--- src/rtl/hazard_ctl.sv ---
// Pipeline hazard controller: classifies ID-stage RAW hazards against EXE/MEM producers,
// drives stall/bubble/flush controls and keeps saturating stall and flush counters.
module hazard_ctl #(
   parameter int REG_W = 5,
   parameter int CNT_W = 16
) (
   input  logic             clk,
   input  logic             rst,
   input  logic             cfg_FwdEn,
   input  logic             id_Valid,
   input  logic [REG_W-1:0] id_Rs,
   input  logic [REG_W-1:0] id_Rt,
   input  logic             id_UsesRs,
   input  logic             id_UsesRt,
   input  logic             exe_Valid,
   input  logic             exe_RegWrite,
   input  logic [REG_W-1:0] exe_DstReg,
   input  logic [1:0]       exe_FwdStage,
   input  logic             exe_BranchTaken,
   input  logic             mem_RegWrite,
   input  logic [REG_W-1:0] mem_DstReg,
   output logic             pc_Stall,
   output logic             ifid_Stall,
   output logic             idex_Bubble,
   output logic             ifid_Flush,
   output logic             fwd_Enable,
   output logic [CNT_W-1:0] stallCycles,
   output logic [CNT_W-1:0] flushCount
);

   localparam logic [1:0] FWD_WB = 2'd2;

   typedef enum logic {RUN, STALL} state_t;

   state_t     state, next_state;
   logic [1:0] stall_left, next_left;
   logic       exe_match, mem_match, branch, hazard, long_stall;
   logic       stall, bubble, flush;

   function automatic logic [CNT_W-1:0] sat_inc(input logic [CNT_W-1:0] v, input logic en);
      return (en && (v != '1)) ? v + 1'b1 : v;
   endfunction

   assign exe_match = id_Valid && exe_Valid && exe_RegWrite && (exe_DstReg != '0) &&
                      ((id_UsesRs && (id_Rs == exe_DstReg)) || (id_UsesRt && (id_Rt == exe_DstReg)));
   assign mem_match = id_Valid && mem_RegWrite && (mem_DstReg != '0) &&
                      ((id_UsesRs && (id_Rs == mem_DstReg)) || (id_UsesRt && (id_Rt == mem_DstReg)));
   assign branch    = exe_Valid && exe_BranchTaken;

   // Classification follows the latched mode so a mode change never splits a stall.
   assign hazard     = fwd_Enable ? (exe_match && (exe_FwdStage == FWD_WB))
                                  : (exe_match || mem_match);
   assign long_stall = !fwd_Enable && exe_match;

   always_comb begin
      next_state = state;
      next_left  = stall_left;
      stall      = 1'b0;
      bubble     = 1'b0;
      flush      = 1'b0;
      if (branch) begin
         flush      = 1'b1;
         bubble     = 1'b1;
         next_state = RUN;
         next_left  = 2'd0;
      end else begin
         case (state)
            RUN: begin
               if (hazard) begin
                  stall  = 1'b1;
                  bubble = 1'b1;
                  if (long_stall) begin
                     next_state = STALL;
                     next_left  = 2'd1;
                  end
               end
            end
            STALL: begin
               stall  = 1'b1;
               bubble = 1'b1;
               if (stall_left <= 2'd1) begin
                  next_state = RUN;
                  next_left  = 2'd0;
               end else begin
                  next_left = stall_left - 2'd1;
               end
            end
            default: begin
               next_state = RUN;
               next_left  = 2'd0;
            end
         endcase
      end
      if (rst) begin
         stall  = 1'b0;
         bubble = 1'b0;
         flush  = 1'b0;
      end
   end

   assign pc_Stall    = stall;
   assign ifid_Stall  = stall;
   assign idex_Bubble = bubble;
   assign ifid_Flush  = flush;

   always_ff @(posedge clk or posedge rst) begin
      if (rst) begin
         state       <= RUN;
         stall_left  <= 2'd0;
         fwd_Enable  <= 1'b1;
         stallCycles <= '0;
         flushCount  <= '0;
      end else begin
         state       <= next_state;
         stall_left  <= next_left;
         if ((state == RUN) && !stall)
            fwd_Enable <= cfg_FwdEn;
         stallCycles <= sat_inc(stallCycles, stall);
         flushCount  <= sat_inc(flushCount, flush);
      end
   end

endmodule

--- config.mk ---
export PLATFORM = sky130hd
export DESIGN_NAME = hazard_ctl
export DESIGN_NICKNAME = d
export VERILOG_FILES = /design/src/rtl/hazard_ctl.sv
export SDC_FILE = /design/constraint.sdc
export NUM_CORES = 1
export LEC_CHECK = 0
export BUFFER_PORTS_ARGS = -buffer_cell sky130_fd_sc_hd__buf_4
export CAP_MARGIN = 20
export CORE_MARGIN = 4
export CORE_UTILIZATION = 54
export CTS_CLUSTER_DIAMETER = 150
export DETAILED_ROUTE_END_ITERATION = 12
export PLACE_DENSITY = 0.88
export SETUP_SLACK_MARGIN = 0.2
export SYNTH_ARGS = -nofsm -noshare
export SYNTH_HDL_FRONTEND = slang
export SYNTH_SLANG_ARGS = --single-unit
--- constraint.sdc ---
create_clock -name clk -period 2.9 [get_ports clk]
set_clock_uncertainty 0.05 [all_clocks]
set_input_delay 0.29 -clock clk [delete_from_list [all_inputs] [get_ports clk]]
set_output_delay 0.29 -clock clk [all_outputs]
set_load 0.03 [all_outputs]
==> results_dict.tcl <==
set metrics [dict create \
    layout_commonest_cell "buf_4" \
    worst-endpoint-arrival_ns 2.07 \
    synth_fp_nets 223 \
    grtUsageTotal 0.222 \
    ir_drop_mv 0.315 \
    finalSetupTns_ns 0 \
    fillers 262 \
    slew_headroom 0.683 \
    antenna_left 0 \
    rsz0062_at_grt "no" \
    synth.ff_latch_count 36 \
    critPathLaunchType "input pin" \
    area_growth_pct 32.3 \
    antenna_cells 0 \
    clock_path_buffers 2 \
    firstDrtPassIters 4 \
    clock.fmax_mhz 415 \
    start_util 0.577 \
    cts_sinks 36 \
    critPathCaptureType "output pin" \
    async_flop_share 1.00 \
    wirelength_mm 4.75 \
    grt_pass1_vias 1720 \
    tightest_slew_ns 0.476 \
    htree_levels 2 \
    post-route-period-util 0.832 \
    layout_common_cells "buf_4, dfrtp_1, xnor2_1" \
    clk_pin_slew_ns 0.07 \
    synthCells 189 \
    die_height_um 68.6 \
    synth_top_area_frac 0.441 \
    clock_latency_ns 0.29 \
    ioPinCount 69 \
    die_w_um 68.6 \
    dp_slack_ns 0.507 \
    synthTopCellsByArea "dfrtp_1, xnor2_1, xor2_1, nand4_1, nand2_1" \
    core-area_sq_um 3440 \
    antenna_found_initial 0 \
    grt_overflow 0 \
    hp-class "in2async" \
    cts_tree "yes" \
    avgViaCountPerCell 5.54 \
    numCtsBuffers 5 \
    dpl.hpwl_mm 3.69 \
    post_cts_resized 0 \
    route.detailed.drc 0 \
    rows 21 \
    cts_setup_buffers 0 \
    fin_crit_ns 2.41 \
    syn_area_per_cell_sq_um 10.5 \
    worstSetupPathType "in2out" \
    yosysTopAreaCell "dfrtp_1" \
    critPathMaxFanout 9 \
    post_drt_wl_per_cell_um 15.3 \
    cts_root_buf "clkbuf_8" \
    status "complete, no violations" \
    p_leak_nw 1.28 \
    setup_viol 0 \
    dieArea_sq_um 4710 \
    num_vias 1718 \
    p_per_area_nw_per_um2 478 \
    maxSlewViolCount 0 \
    grt_max_degree 37 \
    setup_ws_ns 0.488 \
    grt_pass1_wl_mm 7.72 \
    finalHoldViolCount 0 \
    yosysUniqueCellTypes 43 \
    syn_area_sq_um 1990 \
    port_buffers 68 \
    layout.nets 297 \
    cp_data_required_time_ns 2.56 \
    yosysSeqAreaShare 0.454 \
    worstRegToRegCells 7 \
    synth_edf_count 0 \
    ys_warn_count 0 \
    ctsHoldBuffers 0 \
    drive_above_1_share 0.322 \
    ys.flop_type "dfrtp_1" \
    gp_congestion 0.841 \
    first_iter_violations 71 \
    drv_cap 0 \
    final_core_util 0.763 \
]
per-layer routing:
metal,up-vias,track usage,part of all wire
li1,821,-,-
met1,826,0.276,0.41
met2,62,0.356,0.49
met3,9,0.0600,0.086
met4,0,0.109,0.018
met5,-,0,0
state kept, by name, summed over array words and instances, names as in the netlist:
register / cells
fwd_Enable: 1
stallCycles: 16
stall_left: 2
state: 1
flushCount: 16
cell type report:
class	instances	area (sq um)	area share
clock buffer	7	76.3	0.0290
clock inverter	1	5.00	0.00190
inverter	3	11.3	0.00429
multi-input combinational	147	1050	0.400
sequential	36	902	0.343
tap	46	57.6	0.0219
timing repair buffer	70	526	0.200
power breakdown:
part | internal [mW] | total (mW) | switching, mW | leakage [nW]
registers | 0.544 | 0.603 | 0.0597 | 0.486
logic | 0.141 | 0.318 | 0.177 | 0.753
clock network | 0.168 | 0.334 | 0.166 | 0.0422
Yosys cell counts (2+ instances only):
| library cell | count |
|---|---|
| ha_1 | 2 |
| and4_1 | 3 |
| dfrtp_1 | 35 |
| xor2_1 | 19 |
| nand2_1 | 19 |
| xnor2_1 | 31 |
| mux2_2 | 2 |
| nor4_1 | 3 |
| nand3_1 | 6 |
| and3_1 | 3 |
| nand4_1 | 12 |
| nor3_1 | 11 |
| nor2_1 | 8 |
| inv_1 | 3 |
| o22ai_1 | 2 |
| nor3b_1 | 3 |
worst paths after layout:
kind / endpoint / from / slack, ns
max: ifid_Stall / exe_DstReg[1] / 0.49
min: flushCount[2] / rst / 0.11
max reg2reg: stallCycles[15] / stallCycles[0] / 0.69
min reg2reg: flushCount[8] / flushCount[8] / 0.45
max in group asynchronous: fwd_Enable / rst / 2.36
min in group clk: state / exe_BranchTaken / 0.15
worst max-delay path, stage by stage:
cell      delay, ns
buf_4          0.12
or4_1          0.56
o21ai_2        0.17
a21oi_2        0.07
a221oi_4       0.49
nor2_1         0.15
buf_4          0.20
stage by stage:
step           area [sq um]  cells  hold slack (ns)  power (mW)
5_1_grt                2630    310            0.149        1.32
6_report               2630    310            0.107        1.26
4_1_cts                2630    310            0.107        1.27
3_5_place_dp           2550    302            0.421       0.931
2_1_floorplan          1990    189            0.341       0.785
3_3_place_gp           2550    302            0.415       0.919
cell families (layout without fill, tap and decap cells):
logic type / after synthesis / in the layout / synth area share
and+or+nand+nor: 76 / 76 / 0.203
xor gates and xnor gates: 50 / 50 / 0.221
DFF: 36 / 36 / 0.454
AOI/OAI and AO/OA: 16 / 16 / 0.0737
buffers and inverters: 6 / 81 / 0.0170
muxes: 3 / 3 / 0.0189
adders and majority gates: 2 / 2 / 0.0126
Note: power is estimated with default switching activity, not from simulation.
